### config.mk
export PLATFORM = sky130hd
export DESIGN_NAME = fft8_frame_sequencer_flat
export DESIGN_NICKNAME = d
export VERILOG_FILES = /design/src/rtl/fft8_pkg.sv /design/src/rtl/fft8_frame_sequencer_if.sv /design/src/rtl/fft8_in_buffer.sv /design/src/rtl/fft8_frame_sequencer.sv /design/src/flat_wrapper.sv
export SDC_FILE = /design/constraint.sdc
export NUM_CORES = 1
export LEC_CHECK = 0
export BUFFER_PORTS_ARGS = -buffer_cell sky130_fd_sc_hd__buf_4
export CAP_MARGIN = 10
export CORE_AREA = 3 3 228 230
export CTS_CLUSTER_SIZE = 20
export DETAILED_ROUTE_END_ITERATION = 8
export DIE_AREA = 0 0 231 233
export MAX_ROUTING_LAYER = met4
export PLACE_DENSITY_LB_ADDON = 0.15
export SYNTH_ARGS = -nofsm -noshare
export SYNTH_HDL_FRONTEND = slang
export SYNTH_HIERARCHICAL = 1
export SYNTH_SLANG_ARGS = --single-unit
### constraint.sdc
create_clock -name CLK -period 6.3 [get_ports CLK]
set_input_delay 0.945 -clock CLK [delete_from_list [all_inputs] [get_ports CLK]]
set_output_delay 0.945 -clock CLK [all_outputs]
set_load 0.02 [all_outputs]
### src/rtl/fft8_pkg.sv
// fft8_pkg: shared sizes, sequencer state encoding and bin-order helper for the 8-point FFT sequencer
package fft8_pkg;
  localparam int FFT_N = 8;
  localparam int FFT_LOG2N = 3;
  typedef enum logic [1:0] {IDLE, LOAD, RUN, DRAIN} state_t;
  function automatic logic [FFT_LOG2N-1:0] bitrev3(input logic [FFT_LOG2N-1:0] v);
    return {v[0], v[1], v[2]};
  endfunction
endpackage

### src/rtl/fft8_frame_sequencer_if.sv
// fft8_frame_sequencer_if: input stream, core bus and output stream of the FFT sequencer
//   s_*      : valid/ready sample input stream
//   fft_*    : write/start strobes and packed x0..x7 / X0..X7 buses to/from the core
//   m_*      : valid/ready output stream with bin index and frame-last flag
//   busy     : sequencer not idle
//   master   : environment side, slave : sequencer side
interface fft8_frame_sequencer_if #(parameter int W = 16);
  import fft8_pkg::*;
  logic                 s_valid, s_ready;
  logic [W-1:0]         s_real, s_imag;
  logic                 fft_write, fft_start;
  logic [FFT_N*W-1:0]   fft_in_real, fft_in_imag, fft_out_real, fft_out_imag;
  logic                 m_valid, m_ready;
  logic [W-1:0]         m_real, m_imag;
  logic [FFT_LOG2N-1:0] m_index;
  logic                 m_last, busy;
  modport master (
    output s_valid, s_real, s_imag, fft_out_real, fft_out_imag, m_ready,
    input  s_ready, fft_write, fft_start, fft_in_real, fft_in_imag,
           m_valid, m_real, m_imag, m_index, m_last, busy
  );
  modport slave (
    input  s_valid, s_real, s_imag, fft_out_real, fft_out_imag, m_ready,
    output s_ready, fft_write, fft_start, fft_in_real, fft_in_imag,
           m_valid, m_real, m_imag, m_index, m_last, busy
  );
endinterface

### src/rtl/fft8_in_buffer.sv
// fft8_in_buffer: 8-entry input frame register file filled from a valid/ready stream
//   i_clk, i_rst       : clock, synchronous active-high reset
//   i_valid, o_ready   : sample handshake (o_ready = !in_full)
//   i_real, i_imag     : sample data
//   i_clear            : frame consumed, clears in_full at the end of this cycle
//   o_full_nxt         : in_full as it will be after this edge (frame complete now or earlier)
//   o_real, o_imag     : packed x0..x7, x0 in the low word
module fft8_in_buffer import fft8_pkg::*; #(
  parameter int W = 16
) (
  input  logic               i_clk,
  input  logic               i_rst,
  input  logic               i_valid,
  input  logic [W-1:0]       i_real,
  input  logic [W-1:0]       i_imag,
  input  logic               i_clear,
  output logic               o_ready,
  output logic               o_full_nxt,
  output logic [FFT_N*W-1:0] o_real,
  output logic [FFT_N*W-1:0] o_imag
);
  logic [FFT_LOG2N-1:0] r_wr_ptr;
  logic                 r_full;
  logic [W-1:0]         r_re [FFT_N];
  logic [W-1:0]         r_im [FFT_N];
  logic                 w_hs;
  assign w_hs = i_valid && !r_full;
  assign o_ready = !r_full;
  assign o_full_nxt = r_full || (w_hs && r_wr_ptr == FFT_LOG2N'(FFT_N - 1));
  always_ff @(posedge i_clk) begin
    if (i_rst) begin
      r_wr_ptr <= '0;
      r_full <= 1'b0;
    end else begin
      if (w_hs) r_wr_ptr <= r_wr_ptr + 1'b1;
      r_full <= o_full_nxt && !i_clear;
    end
  end
  always_ff @(posedge i_clk) begin
    if (w_hs) begin
      r_re[r_wr_ptr] <= i_real;
      r_im[r_wr_ptr] <= i_imag;
    end
  end
  for (genvar g = 0; g < FFT_N; g++) begin : g_pack
    assign o_real[g*W +: W] = r_re[g];
    assign o_imag[g*W +: W] = r_im[g];
  end
endmodule

### src/rtl/fft8_frame_sequencer.sv
// fft8_frame_sequencer: frames a sample stream into the 8-point FFT core and streams the bins back out
//   CLK, RST : clock, synchronous active-high reset
//   bus      : fft8_frame_sequencer_if.slave (s_* input stream, fft_* core bus, m_* output stream, busy)
//   W, START_CYCLES : sample width, cycles fft_start is held
//   FFT_BITREV_OUT_EN : when defined, bins are emitted in bit-reversed order (m_index stays the true bin)
module fft8_frame_sequencer import fft8_pkg::*; #(
  parameter int W = 16,
  parameter int START_CYCLES = 2
) (
  input logic CLK,
  input logic RST,
  fft8_frame_sequencer_if.slave bus
);
  localparam int CW = START_CYCLES > 1 ? $clog2(START_CYCLES) : 1;
  state_t               r_state, w_next;
  logic [CW-1:0]        r_run_cnt;
  logic [FFT_LOG2N-1:0] r_rd_ptr, w_bin;
  logic                 w_full_nxt, w_write, w_start, w_m_hs;
  fft8_in_buffer #(.W(W)) u_buf (
    .i_clk      (CLK),
    .i_rst      (RST),
    .i_valid    (bus.s_valid),
    .i_real     (bus.s_real),
    .i_imag     (bus.s_imag),
    .i_clear    (w_write),
    .o_ready    (bus.s_ready),
    .o_full_nxt (w_full_nxt),
    .o_real     (bus.fft_in_real),
    .o_imag     (bus.fft_in_imag)
  );
`ifdef FFT_BITREV_OUT_EN
  assign w_bin = bitrev3(r_rd_ptr);
`else
  assign w_bin = r_rd_ptr;
`endif
  assign w_m_hs = bus.m_valid && bus.m_ready;
  // the completing input handshake is looked at directly so LOAD follows it without a dead cycle
  always_comb begin
    w_next = r_state;
    w_write = 1'b0;
    w_start = 1'b0;
    case (r_state)
      IDLE:  w_next = w_full_nxt ? LOAD : IDLE;
      LOAD: begin
        w_write = 1'b1;
        w_next = RUN;
      end
      RUN: begin
        w_start = 1'b1;
        w_next = r_run_cnt == CW'(START_CYCLES - 1) ? DRAIN : RUN;
      end
      DRAIN: w_next = (w_m_hs && r_rd_ptr == 3'd7) ? (w_full_nxt ? LOAD : IDLE) : DRAIN;
      default: w_next = IDLE;
    endcase
  end
  always_ff @(posedge CLK) begin
    if (RST) begin
      r_state <= IDLE;
      r_run_cnt <= '0;
      r_rd_ptr <= '0;
    end else begin
      r_state <= w_next;
      r_run_cnt <= r_state == RUN ? r_run_cnt + 1'b1 : '0;
      r_rd_ptr <= r_state != DRAIN ? '0 : w_m_hs ? r_rd_ptr + 1'b1 : r_rd_ptr;
    end
  end
  assign bus.fft_write = w_write;
  assign bus.fft_start = w_start;
  assign bus.m_valid = r_state == DRAIN;
  assign bus.m_real = bus.fft_out_real[int'(w_bin)*W +: W];
  assign bus.m_imag = bus.fft_out_imag[int'(w_bin)*W +: W];
  assign bus.m_index = w_bin;
  assign bus.m_last = r_state == DRAIN && r_rd_ptr == 3'd7;
  assign bus.busy = r_state != IDLE;
endmodule

### src/flat_wrapper.sv
// flat-port wrapper written by rule: the top's interface ports become plain ports
module fft8_frame_sequencer_flat import fft8_pkg::*;
#(
  parameter int W = 16,
  parameter int START_CYCLES = 2
)
  (CLK, RST, bus_s_valid, bus_s_real, bus_s_imag, bus_fft_out_real, bus_fft_out_imag, bus_m_ready, bus_s_ready, bus_fft_write, bus_fft_start, bus_fft_in_real, bus_fft_in_imag, bus_m_valid, bus_m_real, bus_m_imag, bus_m_index, bus_m_last, bus_busy);
  fft8_frame_sequencer_if #(.W(W)) bus_i ();
  input logic CLK;
  input logic RST;
  input wire logic [$bits(bus_i.s_valid)-1:0] bus_s_valid;
  input wire logic [$bits(bus_i.s_real)-1:0] bus_s_real;
  input wire logic [$bits(bus_i.s_imag)-1:0] bus_s_imag;
  input wire logic [$bits(bus_i.fft_out_real)-1:0] bus_fft_out_real;
  input wire logic [$bits(bus_i.fft_out_imag)-1:0] bus_fft_out_imag;
  input wire logic [$bits(bus_i.m_ready)-1:0] bus_m_ready;
  output wire logic [$bits(bus_i.s_ready)-1:0] bus_s_ready;
  output wire logic [$bits(bus_i.fft_write)-1:0] bus_fft_write;
  output wire logic [$bits(bus_i.fft_start)-1:0] bus_fft_start;
  output wire logic [$bits(bus_i.fft_in_real)-1:0] bus_fft_in_real;
  output wire logic [$bits(bus_i.fft_in_imag)-1:0] bus_fft_in_imag;
  output wire logic [$bits(bus_i.m_valid)-1:0] bus_m_valid;
  output wire logic [$bits(bus_i.m_real)-1:0] bus_m_real;
  output wire logic [$bits(bus_i.m_imag)-1:0] bus_m_imag;
  output wire logic [$bits(bus_i.m_index)-1:0] bus_m_index;
  output wire logic [$bits(bus_i.m_last)-1:0] bus_m_last;
  output wire logic [$bits(bus_i.busy)-1:0] bus_busy;
  assign bus_i.s_valid = bus_s_valid;
  assign bus_i.s_real = bus_s_real;
  assign bus_i.s_imag = bus_s_imag;
  assign bus_i.fft_out_real = bus_fft_out_real;
  assign bus_i.fft_out_imag = bus_fft_out_imag;
  assign bus_i.m_ready = bus_m_ready;
  assign bus_s_ready = bus_i.s_ready;
  assign bus_fft_write = bus_i.fft_write;
  assign bus_fft_start = bus_i.fft_start;
  assign bus_fft_in_real = bus_i.fft_in_real;
  assign bus_fft_in_imag = bus_i.fft_in_imag;
  assign bus_m_valid = bus_i.m_valid;
  assign bus_m_real = bus_i.m_real;
  assign bus_m_imag = bus_i.m_imag;
  assign bus_m_index = bus_i.m_index;
  assign bus_m_last = bus_i.m_last;
  assign bus_busy = bus_i.busy;
  fft8_frame_sequencer #(.W(W), .START_CYCLES(START_CYCLES)) u_core (.CLK(CLK), .RST(RST), .bus(bus_i));
endmodule
# Word level (Yosys, flattened, before mapping)
# Memory sizes are Yosys's and may differ from the RTL's.
# Index checks and enable logic that the tools add are counted.
# Widths: inputs -> output; s select.
dict set report totals {
  regBits 10
  inputBits 292
  rom_bits 0
  latchBits 0
  ram_bits 256
  output_inout_bits 297
  mem_count 2
}
dict set report classes {
  muxes 8
  n_reduce_logical 13
  n_addsub 3
  order_cmp 0
  bitwise 1
  eq_ne 6
  n_div 0
  n_shift 2
  multipliers 0
}
# memory depth width rd rd_clocked_by_memory_dff wr line_no
set memory_table {}
lappend memory_table {u_core.u_buf.r_im 8 16 8 0 1 fft8_in_buffer.sv:25} ;# logic [W-1:0] r_im [FFT_N];
lappend memory_table {u_core.u_buf.r_re 8 16 8 0 1 fft8_in_buffer.sv:24} ;# logic [W-1:0] r_re [FFT_N];
# operator count
set ops {}
lappend ops {{$shiftx 128x8->16} 2}
lappend ops {{$pmux 2 s4} 1}
lappend ops {{$add 3x1->3 const B} 2}
lappend ops {{$eq 3x3->1 const B} 2}
lappend ops {{$logic_and 1x1->1} 6}
lappend ops {{$mux 1} 6}
lappend ops {{$eq 2x2->1 const B} 2}
lappend ops {{$reduce_or 2->1} 2}
lappend ops {{$eq 2x1->1 const B} 1}
lappend ops {{$logic_not 1->1} 2}
lappend ops {{$logic_not 2->1} 1}
lappend ops {{$mux 2} 1}
lappend ops {{$ne 2x2->1 const B} 1}
lappend ops {{$reduce_bool 2->1} 1}
lappend ops {{$add 1x1->1 const B} 1}
lappend ops {{$logic_or 1x1->1} 1}
lappend ops {{$not 1->1} 1}

# Longest topological paths before layout
dict set report logic_depth {
  ltp_word 7
  ltp_mapped 5
  mapped_depth_nobuf 5
}

# Cells and area by module
# The synthesis kept the hierarchy.
# module area_per_inst_um2 seq_area_each_um2 cells_per_inst n_inst
set modules_own_cells {}
lappend modules_own_cells {fft8_in_buffer 7960.1 7767.4 288 1}
lappend modules_own_cells {fft8_frame_sequencer 2303.5 120.1 144 1}

# Worst setup path after synthesis
# No wires, ideal clock.
dict set report synth_timing {
  path_kind {input port to flip-flop}
  startpoint {input bus_s_valid}
  endpoint {memory u_core.u_buf.r_im[1][0] (enable)}
  n_path_buf 0
  path_stages 2
  t_required_ps 5839
  t_arrival_ps 3284
  setup_slack_ps 2555
  cell_sequence {nand3b_1 > nor3_1}
}
dict set report synth_between {
  elab_chain_cells 3
}
# item line_no
set synth_lines {}
lappend synth_lines {{start, declared} flat_wrapper.sv:11} ;# input wire logic [$bits(bus_i.s_valid)-1:0] bus_s_valid;
lappend synth_lines {{$logic_and 1x1->1} fft8_in_buffer.sv:27} ;# assign w_hs = i_valid && !r_full;
lappend synth_lines {{$mux 1} fft8_in_buffer.sv:40} ;# if (w_hs) begin
lappend synth_lines {{$mux 1 (not written as such)} fft8_in_buffer.sv:42} ;# r_im[r_wr_ptr] <= i_imag;
lappend synth_lines {{end, declared} fft8_in_buffer.sv:25}
# No other way between the ends.

# Final worst setup path
dict set report layout_timing {
  startpoint {register u_core.r_rd_ptr[0] (netlist: u_core/bus.m_index[0])}
  endpoint {output bus_m_real[9]}
}
dict set report layout_between {
  elab_chain_cells 1
}
# item line_no
set layout_lines {}
lappend layout_lines {{start, declared} fft8_frame_sequencer.sv:17} ;# logic [FFT_LOG2N-1:0] r_rd_ptr, w_bin;
lappend layout_lines {{start signal, assigned} fft8_frame_sequencer.sv:64} ;# r_rd_ptr <= r_state != DRAIN ? '0 : w_m_hs ? r_rd_ptr + 1'b1 : r_rd_ptr;
lappend layout_lines {{$shiftx 128x8->16} fft8_frame_sequencer.sv:70} ;# assign bus.m_real = bus.fft_out_real[int'(w_bin)*W +: W];
lappend layout_lines {{end, declared} flat_wrapper.sv:23} ;# output wire logic [$bits(bus_i.m_real)-1:0] bus_m_real;
# No other way between the ends.

==> flow_metrics.tcl <==
set metrics [dict create \
    irDropWorstVdd_mv 0.1653 \
    leakage_nw 6.398 \
    drc 0 \
    io_pins 589 \
    wire_per_inst_um 22.79 \
    fmax_ghz 0.2477 \
    vias 6932 \
    dp_hpwl_mm 30.65 \
    setup_ws_ps 2263 \
    synth-main-ff-cell "edfxtp_1" \
    crit_type "register to primary output" \
    synthDistinctLibCells 32 \
    antenna_found_initial 5 \
    power_switching_mw 0.8477 \
    hold_viol_final 0 \
    hold_buffers 0 \
    synth.largest_area_cell "edfxtp_1" \
    cp-end-kind "primary output" \
    post_cts_buffers 0 \
    synth_edf_count 256 \
    rsz0062_at_grt "no" \
    io_buffers 588 \
    synth_top_cells_by_count "edfxtp_1 (256), mux4_2 (39), mux2_2 (32)" \
    worstMarginPinSlew_ps 981.7 \
    combPwrFrac_pct 9.4 \
    rows 82 \
    crit_required_ps 5350 \
    path_clk_slew_ps 60 \
    grt_pass1_vias 7384 \
    internal_power_mw 3.173 \
    die_x_um 231 \
    gp_congestion 0.9002 \
    synthTopCellsByArea "edfxtp_1 (75%), mux4_2 (8.6%), mux4_1 (6.4%)" \
    area_delta_synth_final_pct 60.21 \
    status "complete, no violations" \
    die_h_um 233 \
    cp_max_fo 46 \
    finalSetupViolCount 0 \
    grt_usage_pct 14.16 \
    hold_path_class "register to register" \
    max-clock-path-buffers 3 \
    cts_buffers 27 \
    cts-root-buf "clkbuf_16" \
    dr.pass1.iters 6 \
    cts_resized 0 \
    cts_tree "built" \
    ctsHtreeMaxLevel 1 \
    slew_viol_final 0 \
    grt_max_degree 47 \
    wirelength_mm 39.56 \
    layout.nets 1337 \
    antenna_left 0 \
    drt_iter0_markers 269 \
    pwr-share-seq_pct 49.5 \
    grt_first_pass_wirelength_mm 53.60 \
    gr-total-overflow 0 \
    dieArea_um2 53820 \
    syn_area_per_cell_um2 23.76 \
    drive_gt1_share_pct 68.37 \
    tns_ps 0 \
    yosysMostFrequentCell "edfxtp_1" \
    postSynthCellCount 432 \
    synth_area_um2 10260 \
    skew_ps 15.68 \
    vias_per_cell 3.993 \
    ys_seq_area_share_pct 76.85 \
    synth_seq_cells 266 \
    critical_path_arrival_ps 3090 \
    initial_utilization_pct 20.50 \
    clkSinkCount 266 \
    coreArea_um2 50070 \
    sw_frac_of_total_pct 21.08 \
    finalCritPeriodShare_pct 64.07 \
    p_per_area_nw_per_um2 244.5 \
    pre_cts_ws_ps 2766 \
    drv_cap 0 \
    synth_nets 728 \
    clk_latency_ps 550 \
    critPathLaunchType "register" \
    post-route-min-period_ps 4037 \
    clock_power_share_pct 41.1 \
    slew_headroom_pct 34.55 \
    synth_top_area_share_pct 74.90 \
    async_reset_ff_share_pct 0 \
    synth_warnings 6 \
]
-- final timing paths --
| path | slack (ps) | startpoint | end | depth (start not counted) |
|---|---|---|---|---|
| min | 420 | u_core/r_run_cnt | u_core/r_run_cnt | 1 |
| max | 2260 | u_core/bus.m_index[0] | bus_m_real[9] | 4 |
| min reg2reg | 420 | u_core/r_run_cnt | u_core/r_run_cnt | 1 |
| max reg2reg | 4070 | u_core/u_buf/r_full | u_core/u_buf/r_re[1][12] | 3 |
-- worst max-delay path, cell delays in order (launching register included) --
cell	delay (ps)
dfxtp_4	870
buf_4	500
mux4_1	660
mux2_2	290
buf_4	160
-- power by group through the flow --
| stage | registers (mW) | logic, mW | clock network, mW |
|---|---|---|---|
| 2_1_floorplan | 2.07 | 0.0741 | 0 |
| 3_3_place_gp | 2.03 | 0.385 | 0 |
| 3_5_place_dp | 2.03 | 0.386 | 0 |
| 4_1_cts | 1.99 | 0.387 | 1.71 |
| 5_1_grt | 1.99 | 0.401 | 1.78 |
| 6_report | 1.99 | 0.378 | 1.65 |
-- registers in the layout, summed over array words and instances (netlist names) --
register               count
u_core/u_buf/r_re        128
u_core/u_buf/r_im        128
u_core/r_run_cnt           1
u_core/bus.m_index         3
u_core/u_buf/r_full        1
u_core/u_buf/r_wr_ptr      3
u_core/r_state             2
-- metrics by stage --
stage / area [um2] / power, mW / std cells / hold WS, ps / util (%)
CTS: 16430 / 4.084 / 1731 / 419.5 / 32.82
detailed placement: 15510 / 2.415 / 1684 / 410.6 / 30.99
global placement: 15510 / 2.414 / 1684 / 412.1 / 30.99
finish: 16440 / 4.021 / 1736 / 416.3 / 32.84
global route: 16440 / 4.179 / 1736 / 428.2 / 32.84
floorplan: 10260 / 2.146 / 432 / 395.1 / -
-- cell usage in the layout (no fill, tap or decap), types with 3 or more instances in the layout --
cell	netlist	routed
buf_4	0	598
edfxtp_1	256	256
mux4_2	39	39
mux2_2	32	32
clkbuf_16	0	27
mux4_1	25	25
dfxtp_1	10	7
nor2_4	0	6
diode_2	0	5
bufinv_16	0	5
clkinv_2	0	5
inv_1	5	5
nor3_1	6	5
clkinv_1	0	4
nor2_1	10	4
ha_1	4	4
nand2b_1	4	4
clkinvlp_4	0	3
nand2_1	3	3
-- cell type report --
type	instances	area, um2
Fill cell	5017	33620
Timing Repair Buffer	598	4489
Antenna cell	5	12.51
Clock inverter	18	232.7
Clock buffer	29	683.2
Multi-Input combinational cell	143	2272
Sequential cell	266	7894
Tap cell	672	840.8
Inverter	5	18.77
-- routing by layer --
metal / wire [um] / GRT usage (%)
met5: 0 / -
met4: 1272 / 5.791
met3: 3395 / 3.881
met2: 21530 / 26.08
met1: 13360 / 14.12
-- kinds of logic (layout without fill, tap and decap cells) --
kind of cell / count (synthesis) / in the layout / share of synthesized area [%]
DFF: 266 / 266 / 76.85
muxes: 99 / 99 / 18.77
and+or+nand+nor: 34 / 34 / 1.926
buffers and inverters: 23 / 650 / 1.560
AOI/OAI and AO/OA: 5 / 5 / 0.3169
adders and majority gates: 4 / 4 / 0.4876
xor gates and xnor gates: 1 / 1 / 0.08535
other: 0 / 5 / 0
(Power assumes the default switching activity.)
